[config.mk]
export PLATFORM = sky130hd
export DESIGN_NAME = conv_result_streamer
export DESIGN_NICKNAME = d
export VERILOG_FILES = /design/src/rtl/conv_result_streamer.sv
export SDC_FILE = /design/constraint.sdc
export NUM_CORES = 1
export LEC_CHECK = 0
export ABC_AREA = 1
export CAP_MARGIN = 10
export CELL_PAD_IN_SITES_DETAIL_PLACEMENT = 2
export CELL_PAD_IN_SITES_GLOBAL_PLACEMENT = 2
export CORE_MARGIN = 4
export CORE_UTILIZATION = 27
export CTS_CLUSTER_SIZE = 40
export DETAILED_ROUTE_END_ITERATION = 12
export PLACE_DENSITY_LB_ADDON = 0.1
export RECOVER_POWER = 50
export SYNTH_ARGS = -nofsm -noshare
export SYNTH_HDL_FRONTEND = slang
export SYNTH_SLANG_ARGS = --single-unit
[constraint.sdc]
create_clock -name clk -period 23.6 [get_ports clk]
set_clock_uncertainty 0.2 [all_clocks]
set_input_delay 4.72 -clock clk [delete_from_list [all_inputs] [get_ports clk]]
set_output_delay 4.72 -clock clk [all_outputs]
set_load 0.01 [all_outputs]
[src/rtl/conv_result_streamer.sv]
// Drains a captured 7x7 convolution result frame as one pixel per valid/ready beat,
// in raster order, with row/col tags, a last-beat flag and a frame-done pulse.
module conv_result_streamer #(
    parameter int PIX_W   = 8,
    parameter int OUT_DIM = 7,
    parameter int BUS_W   = 648
) (
    input  logic                       clk,
    input  logic                       rst,
    input  logic                       start,
    input  logic [BUS_W-1:0]           conv_img,
    output logic                       m_valid,
    input  logic                       m_ready,
    output logic [PIX_W-1:0]           m_data,
    output logic [$clog2(OUT_DIM)-1:0] m_row,
    output logic [$clog2(OUT_DIM)-1:0] m_col,
    output logic                       m_last,
    output logic                       busy,
    output logic                       frame_done,
    output logic                       overrun
);
    localparam int NPIX = OUT_DIM * OUT_DIM;
    localparam int KW   = $clog2(NPIX);
    localparam int RCW  = $clog2(OUT_DIM);
    localparam logic [KW-1:0]  LAST_K  = KW'(NPIX - 1);
    localparam logic [RCW-1:0] COL_MAX = RCW'(OUT_DIM - 1);

    typedef enum logic {IDLE, STREAM} state_t;

    state_t           state_reg;
    logic [KW-1:0]    k_reg;
    logic [KW-1:0]    k_next;
    logic [RCW-1:0]   row_reg;
    logic [RCW-1:0]   col_reg;
    logic [PIX_W-1:0] data_reg;
    logic             valid_reg;
    logic             last_reg;
    logic             busy_reg;
    logic             done_reg;
    logic             overrun_reg;
    logic             handshake;
    logic             final_hs;
    logic             capture;
    logic             unused_hi;

    logic [PIX_W-1:0] pix_in  [NPIX];
    logic [PIX_W-1:0] buf_reg [NPIX];

    genvar gi;
    generate
        for (gi = 0; gi < NPIX; gi++) begin : g_pix
            assign pix_in[gi] = conv_img[gi*PIX_W +: PIX_W];
        end
    endgenerate

    // Upper part of the bus carries the unused 9x9 remainder.
    assign unused_hi = ^conv_img[BUS_W-1:NPIX*PIX_W];

    assign handshake = valid_reg && m_ready;
    assign final_hs  = handshake && last_reg;
    // A start is honoured when idle, or exactly on the last handshake (back-to-back frames).
    assign capture   = start && ((state_reg == IDLE) || final_hs);
    assign k_next    = k_reg + 1'b1;

    always_ff @(posedge clk or posedge rst) begin
        if (rst) begin
            for (int i = 0; i < NPIX; i++) buf_reg[i] <= '0;
        end else if (capture) begin
            for (int i = 0; i < NPIX; i++) buf_reg[i] <= pix_in[i];
        end
    end

    always_ff @(posedge clk or posedge rst) begin
        if (rst) begin
            state_reg   <= IDLE;
            k_reg       <= '0;
            row_reg     <= '0;
            col_reg     <= '0;
            data_reg    <= '0;
            valid_reg   <= 1'b0;
            last_reg    <= 1'b0;
            busy_reg    <= 1'b0;
            done_reg    <= 1'b0;
            overrun_reg <= 1'b0;
        end else begin
            done_reg <= final_hs;
            if (capture)    overrun_reg <= 1'b0;
            else if (start) overrun_reg <= 1'b1;

            if (capture) begin
                // First pixel comes straight from the bus slice so it is ready one cycle after start.
                state_reg <= STREAM;
                k_reg     <= '0;
                row_reg   <= '0;
                col_reg   <= '0;
                data_reg  <= pix_in[0];
                valid_reg <= 1'b1;
                last_reg  <= 1'b0;
                busy_reg  <= 1'b1;
            end else if (state_reg == STREAM && handshake) begin
                if (last_reg) begin
                    state_reg <= IDLE;
                    k_reg     <= '0;
                    row_reg   <= '0;
                    col_reg   <= '0;
                    data_reg  <= '0;
                    valid_reg <= 1'b0;
                    last_reg  <= 1'b0;
                    busy_reg  <= 1'b0;
                end else begin
                    k_reg    <= k_next;
                    data_reg <= buf_reg[k_next];
                    last_reg <= (k_next == LAST_K);
                    if (col_reg == COL_MAX) begin
                        col_reg <= '0;
                        row_reg <= row_reg + 1'b1;
                    end else begin
                        col_reg <= col_reg + 1'b1;
                    end
                end
            end
        end
    end

    assign m_valid    = valid_reg;
    assign m_data     = data_reg;
    assign m_row      = row_reg;
    assign m_col      = col_reg;
    assign m_last     = last_reg;
    assign busy       = busy_reg;
    assign frame_done = done_reg;
    assign overrun    = overrun_reg;
endmodule

==> impl_summary.log, run 1 <==
INFO  metric setup.worst_path.class = in2async
INFO  metric post_cts.repair.setup_buffers = 0
INFO  metric total_chip_power = 3.77 mW
INFO  metric fraction_of_final_layout_cells_with_drive_strength_greater_than_1 = 0.0362
INFO  metric routed_wl = approximately 85 mm
INFO  metric worstPathArrival = between 10 and 15 ns
INFO  metric cts_buffer_depth = 3
INFO  metric cts_resized = 0
INFO  metric clkSinkCount = approximately 420
INFO  metric maxUsedRoutingLayer = met5
INFO  metric hold-worst-slack = roughly 0.28 ns
INFO  metric final_period_minus_worst_setup_slack = around 12 ns
INFO  metric placement.io_buffers = between 400 and 500
INFO  metric clock_latency = 0.59 ns
INFO  metric die_x = between 200 and 300 µm
INFO  metric dp.cells = between 3000 and 4000
INFO  metric final_net_count = around 3700
INFO  metric grt_overflow_total = 0
INFO  metric detailroute.wirelength.met2 = about 43 mm
INFO  metric count_of_final_setup_violators = 0
INFO  metric yosys_register_bits = around 420
INFO  metric critical_path.max_fanout = between 100 and 150
INFO  metric max_ffs_per_register = between 300 and 400
INFO  metric die_h = ~280 µm
INFO  metric detail_route.wirelength.met1 = 36.4 mm
INFO  metric fin_crit_sh = 0.527
INFO  metric cts-buffers-inserted = 53
INFO  metric grt_setup_unrepaired = false
INFO  metric worst-slew-pin-transition = a little over 6 ns
INFO  metric average_cell_area_after_synthesis = 7.50 µm²
INFO  metric syn_nets = roughly 3300
INFO  metric synthArstFlopShare = 1.00
INFO  metric grt_first_pass_wirelength = 128 mm
INFO  metric hold_class = reg2reg
INFO  metric worst_slew_margin_rel = -3.16
INFO  metric max_capacitance_violation_total = 4
INFO  metric post_synth_main_area_contributors = dfrtp_1 (52%), nand2_1 (18%), nand3_1 (8.2%), o21ai_0 (7.1%), inv_1 (7.0%)
INFO  metric worst_setup_hold_path_clk_slew = ~0.06 ns
INFO  metric outcome = finished, violations left
INFO  metric drv_slew = between 300 and 400
INFO  metric layoutNonFillerInstCount = between 4000 and 5000
INFO  metric core_region_area = roughly 73000 µm²
INFO  metric fin_setup_tns = 0 ns
INFO  metric globalplace.congestion = 0.814
INFO  metric worst_setup_path_end_kind = async pin
INFO  metric grt_pass1_vias = 21300
INFO  metric drt_drc_violations_left = 0
INFO  metric synth-seq-area-share = 0.516
INFO  metric post_synth_num_cell_types = 26
INFO  metric worst-r2r-cell-count = 8
INFO  metric violations = capacitance limit, slew limit
INFO  metric yosysWarnings = 0
INFO  metric design.die.area = 79100 µm²
INFO  metric std_cell_rows = slightly below 100
INFO  metric detail_route.vias_per_cell = approximately 4.7
INFO  metric antenna_found_initial = 11
INFO  metric detailroute.via_count = around 19000
INFO  metric io_pins = ~670
INFO  metric drt_pre_antenna_iters = 4
INFO  metric worstHoldPathCells = 2
INFO  metric synth_edf_count = 0
INFO  metric cp.required = approximately 23 ns
INFO  metric r2r_setup_slack = between 15 and 20 ns
INFO  metric met3RoutedLength = ~3.5 mm
INFO  metric detailedRoute.firstIterationViolations = 864
INFO  metric grt_max_degree = approximately 190
INFO  metric ys.flop_type = dfrtp_1
INFO  metric synth_top_area_frac = 0.516
INFO  metric post_synth_most_frequent_cells = nand2_1 (942), dfrtp_1 (416), inv_1 (378)
INFO  metric leakage = approximately 12 nW
INFO  metric antenna_left = 0
INFO  metric clock_tree.htree_level_count = 2
INFO  metric cts-hold-fix-buffers = 0
INFO  metric wl_per_cell = 21.1 µm
INFO  metric yosysMostFrequentCell = nand2_1
INFO  metric final_hold_violation_count = 0
INFO  metric power_density = about 140 nW/µm²
INFO  metric global_route.usage.total = 0.211
INFO  metric crit_path_start_kind = input port
INFO  metric syn_to_final_growth = 31.4%
INFO  metric max_freq = between 80 and 90 MHz
INFO  metric cell_area_after_technology_mapping = roughly 20000 µm²
INFO  metric netlist_instances = between 2000 and 3000
INFO  metric initial_core_util = 0.275
INFO  metric power.ir.vdd_worst = 72.7 µV
INFO  metric tritoncts = done
INFO  metric dp.final_hpwl = between 50 and 60 mm
INFO  metric cell_type_with_the_largest_total_area_after_synthesis = dfrtp_1
INFO  metric ctsRootBufferMaster = clkbuf_16
## cells by family (layout without fill, tap and decap cells)
group	Yosys count	in the layout	share of synthesized area
xor+xnor	5	5	0.00292
flops	416	416	0.516
other cells	0	5	0
compound gates	379	379	0.0954
fa+ha+maj	3	3	0.00186
buf+inv	552	906	0.114
simple gates	1333	1333	0.270
## worst paths after layout
kind | to | startpoint
setup / recovery | buf_reg[181] | rst
hold / removal | buf_reg[251] | buf_reg[251]
setup reg to reg | buf_reg[278] | busy
hold reg to reg | buf_reg[251] | buf_reg[251]
max in group clk | buf_reg[278] | m_ready
min in group asynchronous | buf_reg[136] | rst
## power breakdown
group	total (mW)	internal (mW)	switching, mW
Clock	0.783	0.459	0.324
Combinational	1.80	0.550	1.25
Sequential	1.18	1.06	0.130
## cells in the final DEF (no fill, tap or decap), types with 2 or more instances in the layout
cell             synthesis  routed
bufinv_16                0       2
o21ai_0                285     286
nand2_1                942     943
clkbuf_8                 0       9
clkdlybuf4s50_1          0     393
o211ai_1                 7       7
o22ai_1                  4       4
o21ai_1                 79      78
clkinv_2                 0      14
clkbuf_16                0      53
a21oi_1                  2       2
nor2_1                  50      50
nand3_1                332     332
nor3_1                   2       2
dfrtp_1                416     415
inv_6                    0       2
diode_2                  0       5
xor2_1                   3       2
clkbuf_1                59      14
inv_1                  378     376
ha_1                     3       2
dlygate4sd3_1            0      21
buf_4                   38      15
inv_2                    5       3
nand4_1                  3       3
## worst max-delay path, stage by stage
cell           delay [ns]
dlygate4sd3_1        0.55
clkinvlp_2           3.40
clkbuf_1             3.04
## per-stage QoR
| step | setup slack, ns | util | area [µm²] |
|---|---|---|---|
| floorplan | 7.10 | - | 20200 |
| global placement | 14.21 | 0.339 | 24900 |
| detailed placement | 14.01 | 0.339 | 24900 |
| CTS | 14.64 | 0.361 | 26500 |
| global route | 9.47 | 0.361 | 26500 |
| finish | 11.16 | 0.361 | 26500 |
## metal layers
metal,up-vias,track usage
li1,8962,-
met1,9428,0.266
met2,313,0.380
met3,93,0.0361
met4,8,0.0456
met5,-,0
## layout make-up
cell class	instances	area [µm²]
antenna	5	12.5
sequential	416	10400
clock buffer	74	1500
fill	8438	46900
clock inverter	17	139
tap	959	1200
multi-input combinational	1720	7510
inverter	383	1450
timing repair buffer	432	4280
(Power assumes the default switching activity.)
==> run 2, diff against run 1 <==
- CORE_UTILIZATION: 27 -> 23
- clock period: 23.6 -> 11.1 ns (I/O delays scaled with it)
==> run 2 against run 1 <==
The run still ends with capacitance limit, slew limit left. Utilization decreased by 5.1 points. Sequential share of layout area decreased by 0.59 points. Largest power group unchanged. Setup slack lost 7.3 ns.
==> impl_summary.log, run 2 (synthesis results as in run 1) <==
INFO  metric grt_setup_unrepaired = false
INFO  metric syn_to_final_growth = 33.4%
INFO  metric fin_crit_sh = 0.656
INFO  metric worst_setup_hold_path_clk_slew = 0.06 ns (about the same)
INFO  metric max_freq = around 140 MHz
INFO  metric fraction_of_final_layout_cells_with_drive_strength_greater_than_1 = 0.0370 (+0.000889)
INFO  metric core_region_area = 86900 µm² (+18%)
INFO  metric cts-buffers-inserted = 53 (unchanged)
INFO  metric r2r_setup_slack = 6.43 ns (-11.84 ns)
INFO  metric final_net_count = 3662 (+0.027%)
INFO  metric drt_drc_violations_left = 0 (unchanged)
INFO  metric std_cell_rows = 108 (+9.1%)
INFO  metric max_ffs_per_register = 392 (unchanged)
INFO  metric antenna_left = 0 (unchanged)
INFO  metric cts-hold-fix-buffers = 0 (unchanged)
INFO  metric worst_setup_path_end_kind = async pin
INFO  metric met3RoutedLength = 3.73 mm (+6.7%)
INFO  metric detail_route.wirelength.met1 = 37.8 mm (+3.6%)
INFO  metric worstHoldEndpoint = buf_reg[186]
INFO  metric worst-slew-pin-transition = 4.25 ns (-1.95 ns)
INFO  metric grt_first_pass_wirelength = 133 mm (+4.1%)
INFO  metric antenna_found_initial = 19 (+8)
INFO  metric cts_buffer_depth = 3 (unchanged)
INFO  metric design.die.area = 92500 µm² (+17%)
INFO  metric layout_commonest_cell = nand2_1
INFO  metric setup.worst_path.class = in2async
INFO  metric fin_setup_tns = 0 ns (unchanged)
INFO  metric hold_class = reg2reg
INFO  metric io_pins = 671 (unchanged)
INFO  metric min-delay-start = buf_reg[186]
INFO  metric violations = capacitance limit, slew limit
INFO  metric routed_wl = 87.6 mm (+3.6%)
INFO  metric cts_resized = 0 (unchanged)
INFO  metric placement.io_buffers = 414 (unchanged)
INFO  metric ctsRootBufferMaster = clkbuf_16
INFO  metric grt_overflow_total = 0 (unchanged)
INFO  metric grt_max_degree = 193 (+3.2%)
INFO  metric final_period_minus_worst_setup_slack = approximately 7.3 ns
INFO  metric power.ir.vdd_worst = 196 µV (+170%)
INFO  metric seq_power_share = 0.309 (-0.006)
INFO  metric dp_slack = 4.91 ns (-9.10 ns)
INFO  metric crit-reg2reg-launch = m_last
INFO  metric initial_core_util = 0.232 (-0.0425)
INFO  metric grt_pass1_vias = 21300 (+0.28%)
INFO  metric worstHoldPathCells = 2 (unchanged)
INFO  metric clock_latency = 0.61 ns (+0.02 ns)
INFO  metric final_hold_violation_count = 0 (unchanged)
INFO  metric cp.required = 10.60 ns (-12.53 ns)
INFO  metric maxUsedRoutingLayer = met5
INFO  metric final_core_util = 0.310 (-0.0511)
INFO  metric detailedRoute.firstIterationViolations = 818 (-5.3%)
INFO  metric die_h = 304 µm (+8.1%)
INFO  metric layout_common_cells = nand2_1 (943), dfrtp_1 (415), clkdlybuf4s50_1 (393)
INFO  metric power_density = 302 nW/µm² (+110%)
INFO  metric crit_path_start_kind = input port
INFO  metric max_capacitance_violation_total = 4 (unchanged)
INFO  metric detail_route.vias_per_cell = 4.43 (-5.5%)
INFO  metric die_x = 304 µm (+8.1%)
INFO  metric global_route.usage.total = 0.187 (-0.0238)
INFO  metric power_frac_clock = 0.217 (+0.009)
INFO  metric worst-r2r-cell-count = 9 (+1)
INFO  metric tritoncts = done
INFO  metric drv_slew = 251 (-20%)
INFO  metric clkSinkCount = 416 (unchanged)
INFO  metric drt_pre_antenna_iters = 5 (+1)
INFO  metric worst_slew_margin_rel = -1.83 (+1.32)
INFO  metric outcome = finished, violations left
INFO  metric critical_path.max_fanout = 74 (-42%)
INFO  metric leakage = 12.5 nW (+0.48%)
INFO  metric total_chip_power = 8.12 mW (+120%)
INFO  metric switchingPower = 3.66 mW (+110%)
INFO  metric post_cts.repair.setup_buffers = 0 (unchanged)
INFO  metric stdcell_area = 26900 µm² (+1.5%)
INFO  metric reg2reg_to = m_data[0]
INFO  metric detailroute.via_count = 18700 (-0.62%)
INFO  metric detailroute.wirelength.met2 = 44.3 mm (+3.3%)
INFO  metric dp.final_hpwl = 61.6 mm (+4.6%)
INFO  metric dpl_cell_area = 25200 µm² (+1.1%)
INFO  metric net_switching_fraction_of_the_power = 0.450 (-0.00158)
INFO  metric clock_tree.htree_level_count = 2 (unchanged)
INFO  metric globalplace.congestion = 0.802 (-1.5%)
INFO  metric worstPathArrival = 6.78 ns (-5.19 ns)
INFO  metric internal-power = 4.46 mW (+120%)
INFO  metric setup_ws_final = 3.82 ns (-7.34 ns)
INFO  metric pwr-share-comb = 0.474 (-0.003)
INFO  metric wl_per_cell = 20.8 µm (-1.5%)
INFO  metric count_of_final_setup_violators = 0 (unchanged)
[run 2: cell types whose count changed in the layout (fill, tap and decap cells not counted), sizes merged]
cell    previous run  this run
buf               16        17
clkinv            14         6
clkbuf            76        91
diode              5         9
[run 2: through the flow]
stage / hold WS [ns] / std cells
6_report: 0.275 / 4214
5_1_grt: 0.303 / 4208
4_1_cts: 0.279 / 4205
3_5_place_dp: 0.264 / 4107
3_3_place_gp: 0.263 / 4107
2_1_floorplan: 0.242 / 2688
[run 2: power groups by stage]
| stage | registers, mW | clock network, mW | logic [mW] |
|---|---|---|---|
| after floorplan | 2.45 | 0 | 2.45 |
| after global placement | 2.51 | 0 | 3.90 |
| after detailed placement | 2.55 | 0 | 4.00 |
| after CTS | 2.53 | 1.83 | 4.03 |
| after global routing | 2.60 | 1.90 | 4.39 |
| final | 2.51 | 1.76 | 3.85 |
[run 2: metal layers]
| layer | up-vias | global-route usage |
|---|---|---|
| li1 | 8973 | - |
| met1 | 9275 | 0.232 |
| met2 | 324 | 0.332 |
| met3 | 100 | 0.0386 |
| met4 | 16 | 0.0454 |
| met5 | - | 0 |
[run 2: layout make-up]
cell class | count | area [µm²]
Clock inverter | 9 | 98.8
Timing Repair Buffer | 433 | 4310
Tap cell | 1155 | 1450
Sequential cell | 416 | 10400
Antenna cell | 9 | 22.5
Fill cell | 10000 | 60000
Clock buffer | 89 | 1660
Inverter | 383 | 1450
Multi-Input combinational cell | 1720 | 7510
[run 2: worst max path at each step]
| stage | startpoint | to | cells after the start |
|---|---|---|---|
| 3_5_place_dp | m_ready | m_data[0] | 10 |
| 2_1_floorplan | rst | buf_reg[0] | 1 |
| 3_3_place_gp | m_ready | m_data[0] | 10 |
| 5_1_grt | rst | buf_reg[44] | 3 |
| 6_report | rst | buf_reg[44] | 3 |
| 4_1_cts | m_ready | m_data[0] | 10 |
[run 2: critical path: stages]
cell and delay (ns):
dlygate4sd3_1 0.55, clkinvlp_2 0.86, clkbuf_1 3.03
==> run 3, diff against run 2 <==
- clock period: 11.1 -> 5.9 ns (I/O delays scaled with it)
==> run 3 against run 2 <==
The flow still finishes with violations (capacitance limit, slew limit). Cell count is 0.14% higher. Global-route usage rose by 0.069 points. Hold slack got worse by 0.0033 ns. Cell area barely moved. Critical endpoint is now m_data[1]. First-iteration DRC count is 2.2% higher. Largest power group unchanged. Via count is 1.0% higher. Clock-buffer cell count decreased by 8.
==> impl_summary.log, run 3 (synthesis results as in run 1) <==
INFO  metric fin_setup_tns = 0 ns (unchanged)
INFO  metric clock_latency = 0.60 ns (about the same)
INFO  metric ctsRootBufferMaster = clkbuf_16
INFO  metric wl_per_cell = 20.8 µm (+0.13%)
INFO  metric worst-slew-pin-transition = 2.00 ns (-2.25 ns)
INFO  metric cts_buffer_depth = 3 (unchanged)
INFO  metric final_period_minus_worst_setup_slack = around 4 ns
INFO  metric core_region_area = 86900 µm² (unchanged)
INFO  metric cts-hold-fix-buffers = 0 (unchanged)
INFO  metric detailedRoute.firstIterationViolations = 836 (+2.2%)
INFO  metric antenna_found_initial = 14 (-5)
INFO  metric detailroute.via_count = 18900 (+1.0%)
INFO  metric hold_class = reg2reg
INFO  metric outcome = finished, violations left
INFO  metric global_route.usage.total = 0.188 (+0.000690)
INFO  metric std_cell_rows = 108 (unchanged)
INFO  metric max_freq = approximately 250 MHz
INFO  metric globalplace.congestion = 0.816 (+1.7%)
INFO  metric worst_slew_margin_rel = -0.334 (+1.50)
INFO  metric final_net_count = 3675 (+0.35%)
INFO  metric worstPathArrival = 4.30 ns (-2.48 ns)
INFO  metric clock_tree.htree_level_count = 2 (unchanged)
INFO  metric placement.io_buffers = 414 (unchanged)
INFO  metric setup.worst_path.class = reg2reg
INFO  metric layoutNonFillerInstCount = 4220 (+0.14%)
INFO  metric path_common_cell = nand2_1
INFO  metric drt_drc_violations_left = 0 (unchanged)
INFO  metric critical-path-slowest-cell = dfrtp_4
INFO  metric leakage = 12.5 nW (-0.12%)
INFO  metric io_pins = 671 (unchanged)
INFO  metric initial_core_util = 0.232 (unchanged)
INFO  metric dp.cells = 4120 (+0.32%)
INFO  metric power_density = 564 nW/µm² (+87%)
INFO  metric grt_setup_unrepaired = false
INFO  metric cp.required = 6.16 ns (-4.44 ns)
INFO  metric crit_path_max_incr_delay = 0.92 ns (-2.11 ns)
INFO  metric die_x = 304 µm (unchanged)
INFO  metric final_hold_violation_count = 0 (unchanged)
INFO  metric grt_max_degree = 135 (-30%)
INFO  metric drv_slew = 95 (-62%)
INFO  metric power.ir.vdd_worst = 247 µV (+26%)
INFO  metric dp.final_hpwl = 62.9 mm (+2.2%)
INFO  metric routed_wl = 87.9 mm (+0.27%)
INFO  metric grt_pass1_vias = 21200 (-0.74%)
INFO  metric critical_path.max_fanout = 68 (-8.1%)
INFO  metric max_capacitance_violation_total = 2 (-2)
INFO  metric dpl_cell_area = 25300 µm² (+0.54%)
INFO  metric detail_route.vias_per_cell = 4.47 (+0.88%)
INFO  metric worst-r2r-cell-count = 11 (+2)
INFO  metric cts_resized = 0 (unchanged)
INFO  metric violations = capacitance limit, slew limit
INFO  metric fin_crit_sh = 0.685
INFO  metric crit_path_start_kind = flop
INFO  metric post_cts.repair.setup_buffers = 0 (unchanged)
INFO  metric grt_overflow_total = 0 (unchanged)
INFO  metric layout_commonest_cell = nand2_1
INFO  metric count_of_final_setup_violators = 0 (unchanged)
INFO  metric syn_to_final_growth = 33.4% (about the same)
INFO  metric worstHoldPathCells = 2 (unchanged)
INFO  metric layout_common_cells = nand2_1 (943), dfrtp_1 (415), clkdlybuf4s50_1 (410)
INFO  metric worst_setup_path_end_kind = flop
INFO  metric max_ffs_per_register = 392 (unchanged)
INFO  metric final_core_util = 0.310 (about the same)
INFO  metric critical_path.cell_chain = buf_4, buf_4, nand2_1, o211ai_1, nand3_1, nand3_1, nand2_1, nand2_1, nand2_1, nand2_1, nand3_1
INFO  metric fraction_of_final_layout_cells_with_drive_strength_greater_than_1 = 0.0383 (+0.00122)
INFO  metric die_h = 304 µm (unchanged)
INFO  metric tritoncts = done
INFO  metric grt_first_pass_wirelength = 134 mm (+0.42%)
INFO  metric clkSinkCount = 416 (unchanged)
INFO  metric r2r_setup_slack = 1.86 ns (-4.57 ns)
INFO  metric design.die.area = 92500 µm² (unchanged)
INFO  metric stdcell_area = 26900 µm² (about the same)
INFO  metric worst_setup_hold_path_clk_slew = 0.06 ns (about the same)
INFO  metric cts-buffers-inserted = 53 (unchanged)
INFO  metric drt_pre_antenna_iters = 4 (-1)
INFO  metric antenna_left = 0 (unchanged)
## run 3: cell count changes in the layout (fill, tap and decap cells not counted), sizes merged
cell           previous run  this run
dlygate4sd3              21         4
clkbuf                   91        84
diode                     9         8
clkinv                    6         8
bufinv                    2         1
clkdlybuf4s50           393       410
buf                      17        29
clkinvlp                  1         2
## run 3: metrics by stage
stage | setup WS (ns) | power (mW) | hold slack, ns
2_1_floorplan | -1.09 | 9.21 | 0.242
3_3_place_gp | 1.65 | 12.1 | 0.263
3_5_place_dp | 1.61 | 12.4 | 0.267
4_1_cts | 1.74 | 15.6 | 0.279
5_1_grt | 1.41 | 16.6 | 0.298
6_report | 1.86 | 15.2 | 0.272
## run 3: power breakdown
group | total [mW] | internal (mW) | switching, mW
sequential | 4.74 | 4.21 | 0.529
combinational | 7.29 | 2.25 | 5.04
clock | 3.13 | 1.82 | 1.31
total | 15.2 | 8.28 | 6.89
## run 3: worst max-delay path: cells and delay by family, from the launching register on
family | cells | cell delay, ns
simple gates | 8 | 0.95
compound gates | 1 | 0.25
buf+inv | 2 | 1.52
flops | 1 | 0.92
## run 3: area by class of cell
type	instances	area (µm²)
well taps	1155	1450
repair buffers	446	4440
multi-input cells	1720	7510
clock inverters	11	86.3
inverters	383	1450
diodes	8	20.0
clock buffers	81	1530
flip-flops and latches	416	10400
fillers	10100	60000
## run 3: path summary, 6_finish.rpt
kind,start,end
setup / recovery,k_reg[0],m_data[1]
hold / removal,buf_reg[186],buf_reg[186]
setup reg to reg,k_reg[0],m_data[1]
hold reg to reg,buf_reg[186],buf_reg[186]
max in group asynchronous,rst,buf_reg[67]
min in group asynchronous,rst,buf_reg[136]
## run 3: routing by layer
metal  wire length, µm  part of all wire  global-route usage  vias to the layer above
met5                55           0.00063                   0                        -
met1             38700              0.44               0.239                     9418
met4              2330             0.027              0.0533                        8
met3              3600             0.041              0.0358                      107
met2             43200              0.49               0.324                      348
li1                  -                 -                   -                     8998
==> variant 1 (flow settings as in run 3) <==
`PIX_W`: 8 -> 10.
--- a/src/rtl/conv_result_streamer.sv
+++ b/src/rtl/conv_result_streamer.sv
@@ -3,3 +3,3 @@
 module conv_result_streamer #(
-    parameter int PIX_W   = 8,
+    parameter int PIX_W   = 10,
     parameter int OUT_DIM = 7,
Ports: changed (resized m_data); port bits go from 671 to 673. No check against the original RTL was run, so the function may have changed too.
==> variant 1 against run 3 <==
The run still ends with capacitance limit, slew limit left; largest power group unchanged; non-clock buffer count grew 101; power shrank 0.41%; routed wire length up 27%; critical path depth down 4; setup slack got worse by 0.37 ns; via count rose by 21%; synthesized area rose by 23%; clock power grew 38%; die area is 23% higher; sequential cell count up 100; worst hold slack lost 0.0026 ns; cell area grew 25%; combinational power is 20% lower.
==> variant 1: results <==
drt:
  routed-wl-met2_microns: 55100
  wire_per_inst_microns: 21.5
  drt_iter0_drc: 1123
  first_pass_iters: 6
  route.met3.wl_microns: 5670
  met1_length_microns: 49000
  viasPerCell: 4.43
grt:
  met3_usage_pct: 4.31
  use_met2_pct: 33.8
  grt_usage_pct: 19.3
  grt_max_degree: 218
  grt_use_met1_pct: 24.6
  antenna_found_initial: 21
  grt_pass1_wl_microns: 163000
  grt_pass1_vias: 24911
logic_synthesis:
  synth_fp_nets: 3962
  synth_warnings: 0
  synth_common_cells: "nand2_1, dfrtp_1, inv_1, o21ai_0, nand3_1"
  synth_cell_types: 31
  netlist_top_cells_area: "dfrtp_1, nand2_1, o21ai_0"
  yosysSeqAreaShare_pct: 51.8
min_path:
  min_from: "buf_reg[3]$_DFFE_PP0P_"
  min_to: "buf_reg[3]$_DFFE_PP0P_"
  hold_depth: 2
layout:
  drive_gt1_share_pct: 4.25
  largest_reg_flops: 490
  nFillCells: 12331
  nNetsFinal: 4372
setup_path:
  crit_arrival_ns: 4.72
  r2r_start: "m_last$_DFFE_PP0P_"
  worst_r2r_endpoint: "buf_reg[302]$_DFFE_PP0P_"
  slowest_stage: "nor2_1"
  cp-startpoint: "m_ready"
  cp_max_fo: 176
  reg2reg_slack_ns: 2.12
  worst-r2r-cell-count: 6
  max_stage_delay_ns: 1.07
sta:
  holdWs_ns: 0.269
  slew_headroom_pct: -36.1
  maxSlewViolCount: 95
clock_tree:
  clk_latency_ns: 0.62
  htree_levels: 3
  numCtsBuffers: 70
pwr:
  powerSeq_w: 0.00498
  ir_worst_vdd_mv: 0.304
  netSwitchingFraction_pct: 39.9
  p_leak_nw: 15.4
  clk-power_w: 0.00431
placement:
  place_congestion: 0.761
  port_buffers: 514
  dp_hpwl_microns: 78500
run_status:
  status: "complete, but fails checks"
  violations: "capacitance limit, slew limit"
flow_run:
  max_cap_viol_count: 3
-- variant 1: cell types whose count changed in the layout (fill, tap and decap cells not counted), moves of 10 or more --
| cell | delta |
|---|---|
| buf_12 | +10 |
| buf_4 | -11 |
| clkbuf_16 | +18 |
| clkbuf_8 | +14 |
| clkdlybuf4s50_1 | +102 |
| dfrtp_1 | +100 |
| inv_1 | +79 |
| nand2_1 | +229 |
| nand3_1 | +72 |
| o211ai_1 | +11 |
| o21ai_0 | +152 |
| o21ai_1 | -78 |
-- variant 1: logic make-up (layout without fill, tap and decap cells) --
kind of cell / count (synthesis) / after routing / share of synthesized area, %
and+or+nand+nor: 1647 / 1647 / 27.2
xor gates and xnor gates: 4 / 4 / 0.306
buffers and inverters: 671 / 1126 / 10.9
adders and majority gates: 3 / 3 / 0.151
AOI/OAI and AO/OA: 466 / 466 / 9.60
other: 0 / 5 / 0
DFF: 516 / 516 / 51.8
-- variant 1: stage by stage --
stage / setup WS [ns] / total power, W / setup TNS (ns) / instance area, sq um / instances
final: 1.49 / 0.0151 / 0 / 33600 / 5170
after global routing: 1.06 / 0.0163 / 0 / 33600 / 5165
after CTS: 2.16 / 0.0155 / 0 / 33600 / 5165
after detailed placement: 1.90 / 0.0111 / 0 / 31300 / 5048
after global placement: 1.94 / 0.0109 / 0 / 31300 / 5048
after floorplan: -2.49 / 0.00831 / -1283.95 / 24900 / 3307
-- variant 1: layout make-up --
cell class / count / share of cell area (%)
clock buffers: 108 / 6.43
multi-input cells: 2120 / 27.7
well taps: 1403 / 5.23
clock inverters: 9 / 0.358
diodes: 5 / 0.0373
inverters: 462 / 5.21
flip-flops and latches: 516 / 38.5
repair buffers: 547 / 16.6
==> variant 2 (config.mk and constraints of run 3) <==
Made on the original files. Reset style: synchronous (`rst`), changed in 2 clocked blocks.
--- a/src/rtl/conv_result_streamer.sv
+++ b/src/rtl/conv_result_streamer.sv
@@ -64,3 +64,3 @@
 
-    always_ff @(posedge clk or posedge rst) begin
+    always_ff @(posedge clk) begin
         if (rst) begin
@@ -72,3 +72,3 @@
 
-    always_ff @(posedge clk or posedge rst) begin
+    always_ff @(posedge clk) begin
         if (rst) begin
Behaviour: differs if rst is asserted again (counterexample within 4 cycles, from zero or initial values and one cycle with rst high); with rst held inactive, the same outputs for 4 cycles.
==> variant 2 against run 3 <==
The flow still finishes with violations (capacitance limit, slew limit); die area grew 0.50%; routed wire length decreased by 10%; cell area rose by 2.1%; setup slack got worse by 0.55 ns; synthesized area increased by 0.51%; highest routed layer unchanged; worst hold slack lost 0.0018 ns; sequential cell count did not move.
Power is not compared: it rests on default switching activity, and its combinational part moved more than twofold at a synthesized area within 25%.
==> variant 2: results <==
run_status:
  status: "complete, but fails checks"
  violations: "capacitance limit, slew limit"
grt:
  antenna_found_initial: 10
  grt_usage_pct: 16.7
  grt_use_met1_pct: 21.0
  grt_max_degree: 126
  grt_pass1_vias: 18961
  met3_usage_pct: 3.10
  use_met2_pct: 29.7
  grt_pass1_wl_microns: 119000
logic_synthesis:
  synth_flop_cell: "edfxtp_1"
  synth_common_cells: "nor2_1, inv_1, nand2_1, edfxtp_1, nand3_1"
  yosysSeqAreaShare_pct: 60.4
  synth_fp_nets: 3046
  synthCells: 2391
  ys_async_sr_fraction_pct: 0
  synthAdderAreaFrac_pct: 0.185
  netlist_top_cells_area: "edfxtp_1, nor2_1, inv_1"
  synth_xor_area_share_pct: 0.333
  synth_compound_area_share_pct: 2.73
drt:
  route.met3.wl_microns: 3070
  drt_iter0_drc: 827
  routed-wl-met2_microns: 39800
  viasPerCell: 4.20
  wire_per_inst_microns: 19.9
  met1_length_microns: 34400
  vias: 16650
  first_pass_iters: 5
  highest_layer: "met5"
setup_path:
  r2r_start: "k_reg[0]$_SDFFE_PP0P_"
  cp-startpoint: "rst"
  crit_arrival_ns: 4.67
  cp_max_fo: 60
layout:
  drive_gt1_share_pct: 4.10
  register_area_sq_mm: 0.0123
  nFillCells: 9738
  multi_input_gates: 1342
  clkbuf_count: 69
  buffer_area_share_pct: 16.2
  n_all_inverters: 501
  nNetsFinal: 3415
  clk_share_pct: 6.58
  n_antenna_cell: 6
placement:
  placed_area_sq_mm: 0.0257
  place_congestion: 0.754
  dp_hpwl_microns: 56500
  dp_cells: 3859
  dp_slack_ns: 1.59
min_path:
  min_from: "k_reg[5]$_SDFFE_PP0P_"
sta:
  maxSlewViolCount: 134
  max_slew.worst_pin.slew_ns: 1.98
flow_run:
  max_cap_viol_count: 2
-- variant 2: changes by cell type in the layout (fill, tap and decap cells not counted), moves of 121 or more --
| cell | before | now |
|---|---|---|
| nand2_1 | 943 | 446 |
| nor2_1 | 50 | 547 |
| dfrtp_1 | 415 | 0 |
| edfxtp_1 | 0 | 392 |
| o21ai_0 | 286 | 74 |
| inv_1 | 376 | 497 |
-- variant 2: path summary, 6_finish.rpt --
| check | to | slack [ns] | depth (start not counted) |
|---|---|---|---|
| setup / recovery | buf_reg[19][5]$_SDFFCE_PN0P_ | 1.31 | 5 |
| hold / removal | k_reg[5]$_SDFFE_PP0P_ | 0.27 | 2 |
| setup reg to reg | m_data[4]$_SDFFE_PP0P_ | 1.89 | 10 |
| hold reg to reg | k_reg[5]$_SDFFE_PP0P_ | 0.27 | 2 |
-- variant 2: worst max-delay path, stage by stage --
cell      delay, ns
clkbuf_1       1.26
inv_1          0.31
nand3_4        0.61
clkbuf_2       1.05
nor2_1         0.17
